<file path="src/rtl/skew_inbuf_if.sv">
// Host-side bundle of the skewed input buffer: push/read/control strobes in,
// per-lane data/valid and status flags out.
interface skew_inbuf_if #(
  parameter int DW    = 8,
  parameter int LANES = 4
);
  logic                write;
  logic [LANES*DW-1:0] din;
  logic                read;
  logic                start;
  logic                flush;
  logic [LANES*DW-1:0] dout;
  logic [LANES-1:0]    dvalid;
  logic [LANES-1:0]    empty;
  logic                full;
  logic                overflow;

  modport master (
    output write, din, read, start, flush,
    input  dout, dvalid, empty, full, overflow
  );

  modport slave (
    input  write, din, read, start, flush,
    output dout, dvalid, empty, full, overflow
  );
endinterface

</file>
<file path="src/rtl/skew_inbuf.sv">
// Per-lane FIFOs with lane k padding k*SKEW zero slots before its data; one-cycle read latency.
// Writes are dropped (sticky overflow) while any lane is full; read=0 holds the outputs.
module skew_inbuf #(
  parameter int DW    = 8,
  parameter int DEPTH = 16,
  parameter int LANES = 4,
  parameter int SKEW  = 1
) (
  input  logic         clk,
  input  logic         rstn,
  skew_inbuf_if.slave  bus
);
  localparam int AW     = $clog2(DEPTH);
  localparam int CW     = $clog2(DEPTH + 1);
  localparam int PADMAX = (LANES - 1) * SKEW;
  localparam int PW     = (PADMAX < 1) ? 1 : $clog2(PADMAX + 1);

  logic [DW-1:0]       r_mem [LANES][DEPTH];
  logic [AW-1:0]       r_wptr;
  logic [AW-1:0]       r_rptr [LANES];
  logic [CW-1:0]       r_cnt  [LANES];
  logic [PW-1:0]       r_pad  [LANES];
  logic [LANES*DW-1:0] r_dout;
  logic [LANES-1:0]    r_dvalid;
  logic                r_overflow;

  logic [LANES-1:0]    w_lane_full;
  logic [LANES-1:0]    w_empty;
  logic [LANES-1:0]    w_pop;
  logic                w_full;
  logic                w_push;

  function automatic logic [PW-1:0] pad_init(input int k);
    return PW'(k * SKEW);
  endfunction

  // A start on a read cycle pops only where the reloaded pad is already zero.
  always_comb begin
    w_lane_full = '0;
    w_empty     = '0;
    w_pop       = '0;
    for (int k = 0; k < LANES; k++) begin
      w_lane_full[k] = (r_cnt[k] == CW'(DEPTH));
      w_empty[k]     = (r_cnt[k] == '0);
      w_pop[k]       = bus.read && !bus.flush && !w_empty[k] &&
                       (bus.start ? (pad_init(k) == '0) : (r_pad[k] == '0));
    end
    w_full = |w_lane_full;
    w_push = bus.write && !w_full && !bus.flush;
  end

  always_ff @(posedge clk) begin
    if (w_push) begin
      for (int k = 0; k < LANES; k++) begin
        r_mem[k][r_wptr] <= bus.din[k*DW +: DW];
      end
    end
  end

  always_ff @(posedge clk or negedge rstn) begin
    if (!rstn) begin
      r_wptr     <= '0;
      r_dout     <= '0;
      r_dvalid   <= '0;
      r_overflow <= 1'b0;
      for (int k = 0; k < LANES; k++) begin
        r_rptr[k] <= '0;
        r_cnt[k]  <= '0;
        r_pad[k]  <= pad_init(k);
      end
    end else if (bus.flush) begin
      r_wptr   <= '0;
      r_dout   <= '0;
      r_dvalid <= '0;
      for (int k = 0; k < LANES; k++) begin
        r_rptr[k] <= '0;
        r_cnt[k]  <= '0;
        r_pad[k]  <= pad_init(k);
      end
    end else begin
      if (w_push) begin
        r_wptr <= r_wptr + AW'(1);
      end
      if (bus.write && w_full) begin
        r_overflow <= 1'b1;
      end
      for (int k = 0; k < LANES; k++) begin
        r_cnt[k] <= r_cnt[k] + CW'(w_push) - CW'(w_pop[k]);
        if (w_pop[k]) begin
          r_rptr[k] <= r_rptr[k] + AW'(1);
        end
        if (bus.start) begin
          r_pad[k] <= pad_init(k);
        end else if (bus.read && r_pad[k] != '0) begin
          r_pad[k] <= r_pad[k] - PW'(1);
        end
        if (bus.read) begin
          r_dout[k*DW +: DW] <= w_pop[k] ? r_mem[k][r_rptr[k]] : '0;
          r_dvalid[k]        <= w_pop[k];
        end
      end
    end
  end

  assign bus.dout     = r_dout;
  assign bus.dvalid   = r_dvalid;
  assign bus.empty    = w_empty;
  assign bus.full     = w_full;
  assign bus.overflow = r_overflow;
endmodule

</file>
<file path="src/flat_wrapper.sv">
// flat-port wrapper written by rule: the top's interface ports become plain ports
module skew_inbuf_flat 
#(
  parameter int DW    = 8,
  parameter int DEPTH = 16,
  parameter int LANES = 4,
  parameter int SKEW  = 1
)
  (clk, rstn, bus_write, bus_din, bus_read, bus_start, bus_flush, bus_dout, bus_dvalid, bus_empty, bus_full, bus_overflow);
  skew_inbuf_if #(.DW(DW), .LANES(LANES)) bus_i ();
  input  logic clk;
  input  logic rstn;
  input wire logic [$bits(bus_i.write)-1:0] bus_write;
  input wire logic [$bits(bus_i.din)-1:0] bus_din;
  input wire logic [$bits(bus_i.read)-1:0] bus_read;
  input wire logic [$bits(bus_i.start)-1:0] bus_start;
  input wire logic [$bits(bus_i.flush)-1:0] bus_flush;
  output wire logic [$bits(bus_i.dout)-1:0] bus_dout;
  output wire logic [$bits(bus_i.dvalid)-1:0] bus_dvalid;
  output wire logic [$bits(bus_i.empty)-1:0] bus_empty;
  output wire logic [$bits(bus_i.full)-1:0] bus_full;
  output wire logic [$bits(bus_i.overflow)-1:0] bus_overflow;
  assign bus_i.write = bus_write;
  assign bus_i.din = bus_din;
  assign bus_i.read = bus_read;
  assign bus_i.start = bus_start;
  assign bus_i.flush = bus_flush;
  assign bus_dout = bus_i.dout;
  assign bus_dvalid = bus_i.dvalid;
  assign bus_empty = bus_i.empty;
  assign bus_full = bus_i.full;
  assign bus_overflow = bus_i.overflow;
  skew_inbuf #(.DW(DW), .DEPTH(DEPTH), .LANES(LANES), .SKEW(SKEW)) u_core (.clk(clk), .rstn(rstn), .bus(bus_i));
endmodule
</file>
<file path="config.mk">
export PLATFORM = sky130hd
export DESIGN_NAME = skew_inbuf_flat
export DESIGN_NICKNAME = d
export VERILOG_FILES = /design/src/rtl/skew_inbuf_if.sv /design/src/rtl/skew_inbuf.sv /design/src/flat_wrapper.sv
export SDC_FILE = /design/constraint.sdc
export NUM_CORES = 1
export LEC_CHECK = 0
export ABC_CLOCK_PERIOD_IN_PS = 5500
export BUFFER_PORTS_ARGS = -buffer_cell sky130_fd_sc_hd__buf_2
export CAP_MARGIN = 30
export CORE_MARGIN = 4
export CORE_UTILIZATION = 56
export CTS_CLUSTER_SIZE = 12
export DETAILED_ROUTE_END_ITERATION = 12
export GPL_TIMING_DRIVEN = 0
export PLACE_DENSITY = 0.74
export SLEW_MARGIN = 20
export SYNTH_ARGS = -nofsm -noshare
export SYNTH_HDL_FRONTEND = slang
export SYNTH_SLANG_ARGS = --single-unit
</file>
<file path="constraint.sdc">
create_clock -name clk -period 5.5 [get_ports clk]
set_input_delay 0.275 -clock clk [delete_from_list [all_inputs] [get_ports clk]]
set_output_delay 0.275 -clock clk [all_outputs]
set_load 0.005 [all_outputs]
</file>
==> qor.txt, run 1 <==
Status: complete, no violations
Most frequent cells in the layout: edfxtp_1 (512), mux2i_1 (147), buf_2 (103)
Slew Limit Fails: 0
Synth warn: 0
Syn_area_per_cell: 16.5 um^2
Die Span X: 216 um
Crit path launch: u_core.r_cnt[2]
R2R Path End: u_core.r_cnt[4]
Worst Path Arrival: 4.27 ns
Max rail drop VDD: 0.304 mV
Pin slew with the least headroom to its limit: 0.958 ns
Combinational power share: 11.4%
Port-buffer cells: 78
First-pass GRT wire length: 85200 um
Vias in the first global route: 14000
Nets: 1733
Cell-internal power: 0.00762 W
Clk Latency, worst-skew pair: 0.62 ns
Initial antenna violation count: 3
GP Congestion: 0.783
Required @ worst endpoint: 6.04 ns
Post-Syn Instances: 1472
Avg WL per Cell: 24.8 um
Die area: 46700 um^2
Fin. Hold Viols: 0
Cell Count, Final, Fillers Out: 2281
Top_reg_cell synth: edfxtp_1
Net Sw Frac: 23.6%
Via density per instance: 6.03
Detailed Route WL: 56700 um
GR Util All Layers: 24.3%
Fillers: 2944
Unrepaired setup endpoints after global routing: false
Post-synth EDFFs: 512
Postcts setup bufs: 0
CTS Buf Count: 59
Post-route ant nets: 0
Synth-to-Final Area Change: 14.5%
CP Class: register to register
Max_cap viols: 0
Diodes inserted: 0
Htree depth: 2
Placeable Area: 42400 um^2
Worst hold path type: input port to register
Critical Path End: u_core.r_cnt[4]
Share of layout cells above drive strength 1: 20.7%
Reg2Reg Setup Slack: 1.77 ns
Netlist cell types: 52
Seq/Total Area, Yosys: 72.2%
Largest net degree at the start of global routing: 67
Count of final setup violators: 0
Clk buf depth: 3
Clock skew: 0.0301 ns
Psw: 0.00236 W
Leak: 9.38 nW
Pwr per Cell Area: 360 nW/um^2
Worst r2r path cells: 14
DRC: 0
Row cnt: 75
Total Power: 0.00998 W
Seq pwr share: 51.7%
Async SR Flop Fraction: 14.2%
DRT iter0 DRCs: 1427
Initial Util: 57.2%
Overflow after GRT: 0
Synthesized cell area: 24200 um^2
Post-DP HPWL: 36500 um
Tcrit/Tclk final: 67.8%
Worst-path clk slew: 0.06 ns
FMAX: 268 MHz
Synth Register Bits: 597
Crit path time final: 3.73 ns
Die height: 216 um
Syn nets: 1550
Vias post-DR: 13800
Sink Count: 597
Crit end category: register
TritonCTS clock tree: yes
Clock group share of total power: 36.9%
Max-slew headroom: 36.1%
Dpl cells: 2169
Startpoint types: register
CP max FO: 10
Clk root buf: clkbuf_16
R2r startpoint: u_core.r_cnt[2]
1st-pass router iterations: 7
TNS Setup: 0 ns
Most common cell after layout, fill and taps aside: edfxtp_1
Io pins: 80
-- synth_stat cells, drive strengths merged (9+ instances only) --
| master | instances | share of area (%) |
|---|---|---|
| mux2 | 48 | 2.2 |
| a211oi | 24 | 0.74 |
| a21oi | 47 | 0.97 |
| clkbuf | 49 | 0.76 |
| edfxtp | 512 | 63 |
| mux4 | 32 | 3.0 |
| xnor2 | 16 | 0.58 |
| mux2i | 147 | 6.1 |
| o41ai | 24 | 0.87 |
| or3b | 24 | 0.87 |
| xor2 | 10 | 0.36 |
| a21o | 15 | 0.46 |
| o22ai | 48 | 1.2 |
| nor2 | 83 | 1.3 |
| dfrtp | 81 | 8.4 |
| ha | 36 | 1.9 |
| buf | 38 | 0.75 |
| nand2b | 9 | 0.23 |
| nand2 | 56 | 0.87 |
| nand4 | 10 | 0.26 |
| nor2b | 13 | 0.34 |
| nand3 | 13 | 0.27 |
| inv | 44 | 0.68 |
-- logic make-up (layout without fill, tap and decap cells) --
logic type               count (synthesis)  count (layout)  share of synthesized area [%]
XOR/XNOR                                26              26                          0.939
flip-flops                             597             597                           72.2
buffers and inverters                  131             363                           2.19
AND/OR/NAND/NOR                        255             255                           5.74
adder cells (fa/ha/maj)                 40              40                           2.19
multiplexers                           227             227                           11.3
AO/OA/AOI/OAI                          196             196                           5.47
-- sequential cells by signal (all words and copies together) (netlist names) --
name                 flops
u_core.r_cnt            20
u_core.bus.dvalid        4
u_core.bus.dout         32
u_core.r_rptr           16
u_core.r_wptr            4
u_core.r_mem           512
u_core.r_pad             8
u_core.bus.overflow      1
-- worst max-delay path, stage by stage (launching register included) --
cell,delay (ns)
dfrtp_1,0.38
inv_1,0.09
ha_1,0.16
or4b_2,0.73
nand2_1,0.20
buf_2,0.29
inv_1,0.18
ha_1,0.31
inv_1,0.04
ha_1,0.20
fa_1,0.40
a21oi_1,0.14
nor2_1,0.06
or3_1,0.34
a21oi_1,0.14
-- how the worst min path moves through the flow --
stage	start	end	slack [ns]	depth (start not counted)
after CTS	bus_din[11]	u_core.r_mem[1][11]	0.001	1
after global routing	bus_din[11]	u_core.r_mem[1][11]	0.03	1
after floorplan	rstn	u_core.bus.dout[0]	-0.02	0
after detailed placement	rstn	u_core.bus.dout[20]	0.16	1
after global placement	u_core.bus.overflow	u_core.bus.overflow	0.45	1
final	bus_din[10]	u_core.r_mem[1][114]	0.02	1
-- through the flow --
stage               instance area [um^2]  setup slack (ns)  utilization, %  hold WS (ns)
global placement                   25400             -1.71            59.8         0.448
global route                       27800              1.53            65.5        0.0253
floorplan                          24300              1.02               -       -0.0206
detailed placement                 26000              1.75            61.3         0.156
CTS                                27800              1.75            65.5       0.00148
finish                             27800              1.77            65.5        0.0218
-- power groups by stage --
stage	logic (W)	registers, W	clock network [W]
2_1_floorplan	0.000705	0.00523	0
5_1_grt	0.00126	0.00517	0.00396
4_1_cts	0.00114	0.00516	0.00374
6_report	0.00114	0.00516	0.00368
3_5_place_dp	0.00113	0.00525	0
3_3_place_gp	0.00104	0.00525	0
-- final cells by class --
cell class	instances	area [um^2]	area share [%]
Timing Repair Buffer	122	952	3.43
Multi-Input combinational cell	744	6300	22.7
Clock inverter	9	62.6	0.225
Sequential cell	597	17500	63.0
Tap cell	577	722	2.60
Clock buffer	101	1690	6.10
Buffer	87	367	1.32
Inverter	44	165	0.595
-- routing by layer --
metal	part of all wire (%)	up-vias	track usage (%)
li1	-	6074	-
met1	41	6943	33.6
met2	48	606	39.3
met3	8.4	133	5.08
met4	3.1	6	8.24
met5	0.072	-	0
-- timing repair --
action,in CTS,in global routing
resized for setup,0,0
endpoints found under the hold margin,82,0
hold buffers,2,0
Power figures use the tool's default switching activity.
==> inputs of run 2 (changes only) <==
Settings changed: ABC_AREA from default to 1, ABC_CLOCK_PERIOD_IN_PS 5500 to 3350.
Clock period 5.5 ns to 3.35 ns, I/O delays scaled along.
==> qor.txt, run 2 <==
Required @ worst endpoint: 3.85 ns
Synth warn: 0
Count of final setup violators: 0
R2R Path End: u_core.r_cnt[19]
Max_cap viols: 0
Total Power: 0.0167 W
Most common cell after layout, fill and taps aside: nand2_1
Clock skew: 0.0233 ns
FMAX: 313 MHz
Post-Syn Instances: 2101
TritonCTS clock tree: yes
Max reg flops: 512
Top_reg_cell synth: edfxtp_1
DRC: 0
Final Instance Area: 28500 um^2
GP Congestion: 0.836
Initial Util: 57.0%
Synthesized cell area: 24700 um^2
Count leader, synth: nand2_1
Die Span X: 218 um
CP max FO: 10
Port-buffer cells: 78
GR Util All Layers: 26.1%
Via density per instance: 5.78
Vias post-DR: 16900
Fin. Hold Viols: 0
CTS Buf Count: 58
R2r startpoint: u_core.r_cnt[18]
Syn nets: 2179
Most frequent cells in the layout: nand2_1 (630), edfxtp_1 (512), nand3_1 (496)
Vias in the first global route: 16700
Synth-to-Final Area Change: 15.4%
Clk buf depth: 3
Status: complete, no violations
Slew Limit Fails: 0
Post-route ant nets: 0
Commonest cells post-synth: nand2_1 (630), edfxtp_1 (512), nand3_1 (496)
Placeable Area: 43400 um^2
Async SR Flop Fraction: 14.2%
Top cells by area, synth: edfxtp_1 (62%), nand3_1 (10%), nand2_1 (9.6%)
Avg WL per Cell: 21.1 um
Worst hold path type: input port to async pin
Die height: 218 um
Post-synth EDFFs: 512
Dpl cell area: 26400 um^2
TNS Setup: 0 ns
Post-DP HPWL: 39500 um
Unrepaired setup endpoints after global routing: false
Leak: 11.0 nW
Crit end category: register
DRT iter0 DRCs: 2215
Overflow after GRT: 0
Seq/Total Area, Yosys: 70.8%
Tcrit/Tclk final: 95.2%
Io pins: 80
Syn_area_per_cell: 11.8 um^2
Worst r2r path cells: 17
Max rail drop VDD: 0.449 mV
Largest net degree at the start of global routing: 73
Share of layout cells above drive strength 1: 12.8%
Row cnt: 76
Nets: 2373
Startpoint types: register
Sink Count: 597
Synth area leader: edfxtp_1
Htree depth: 2
Die area: 47600 um^2
Pwr per Cell Area: 585 nW/um^2
Crit path time final: 3.19 ns
Netlist cell types: 36
Detailed Route WL: 61700 um
Synth Register Bits: 597
Pin slew with the least headroom to its limit: 0.993 ns
Worst-path clk slew: 0.06 ns
Clk Latency, worst-skew pair: 0.62 ns
1st-pass router iterations: 6
Worst Path Arrival: 3.69 ns
Largest reg by FF count: u_core.r_mem
Max-slew headroom: 33.8%
CP Class: register to register
First-pass GRT wire length: 95100 um
Initial antenna violation count: 0
Reg2Reg Setup Slack: 0.16 ns
Postcts setup bufs: 0
Synth top area share: 62.2%
Clk root buf: clkbuf_16
Min Hold Slack: 0.143 ns
run 2: cell types whose count changed after synthesis, moves of 24 or more:
cell,before,now
nor2_1,83,31
o22ai_1,48,0
a21oi_1,47,22
buf_2,26,69
nand3_1,13,496
or3b_2,24,0
clkbuf_1,49,19
mux4_2,32,0
nand2_1,56,630
a211oi_1,24,0
mux2_2,48,0
mux2i_1,147,0
run 2: power by group:
part	internal [W]	total (W)	switching (W)
Sequential	0.00834	0.00846	0.000121
Combinational	0.000660	0.00202	0.00136
Clock	0.00355	0.00621	0.00266
Total	0.0125	0.0167	0.00414
run 2: area by class of cell:
class | count | area, um^2
diodes | 1 | 2.50
clock inverters | 4 | 46.3
well taps | 585 | 732
fillers | 3098 | 14800
inverters | 82 | 314
flip-flops and latches | 597 | 17500
clock buffers | 104 | 1740
multi-input cells | 1308 | 6330
repair buffers | 134 | 1250
plain buffers | 114 | 624
run 2: through the flow:
| stage | utilization, % | worst slack, ns | std cells |
|---|---|---|---|
| 4_1_cts | 65.8 | 0.175 | 2928 |
| 2_1_floorplan | - | 0.366 | 2101 |
| 5_1_grt | 65.8 | 0.0253 | 2928 |
| 6_report | 65.8 | 0.160 | 2929 |
| 3_3_place_gp | 59.6 | -1.20 | 2764 |
| 3_5_place_dp | 60.8 | 0.171 | 2781 |
run 2: worst max-delay path, cell delays in order, from the launching register on:
cell     delay, ns
dfrtp_1       0.39
inv_1         0.08
ha_1          0.17
nand4_1       0.22
nand2_1       0.35
inv_2         0.08
buf_4         0.20
ha_1          0.31
inv_1         0.06
ha_1          0.15
inv_1         0.07
fa_1          0.38
inv_1         0.11
nand2_1       0.07
a21oi_1       0.14
nor2_1        0.07
o21ai_0       0.15
a21oi_1       0.06
run 2: worst max path at each step:
stage / from / end / slack [ns] / cells after the start
2_1_floorplan: u_core.r_cnt[7] / u_core.r_mem[0][0] / 0.37 / 9
3_3_place_gp: u_core.r_cnt[7] / u_core.r_mem[1][8] / -1.20 / 9
3_5_place_dp: u_core.r_cnt[17] / u_core.r_cnt[19] / 0.17 / 17
4_1_cts: u_core.r_cnt[17] / u_core.r_cnt[19] / 0.18 / 17
5_1_grt: u_core.r_cnt[18] / u_core.r_cnt[19] / 0.03 / 17
6_report: u_core.r_cnt[18] / u_core.r_cnt[19] / 0.16 / 17
run 2: timing repair:
action,CTS,global route
gates resized for setup,0,0
hold buffers,39,0
endpoints found under the hold margin,620,0
run 2: metal layers:
layer  share of wire, %  vias up  GRT usage, %
li1                   -     7726             -
met1                 40     8180          36.4
met2                 48      899          42.8
met3                9.1      124          3.75
met4                3.1        0          8.95
met5                  0        -             0
run 2: cell families after synthesis:
logic type	share of synthesized area, %
AO/OA/AOI/OAI	1.35
XOR/XNOR	0.567
adder cells (fa/ha/maj)	2.15
buffers and inverters	3.79
flip-flops	70.8
AND/OR/NAND/NOR	21.4
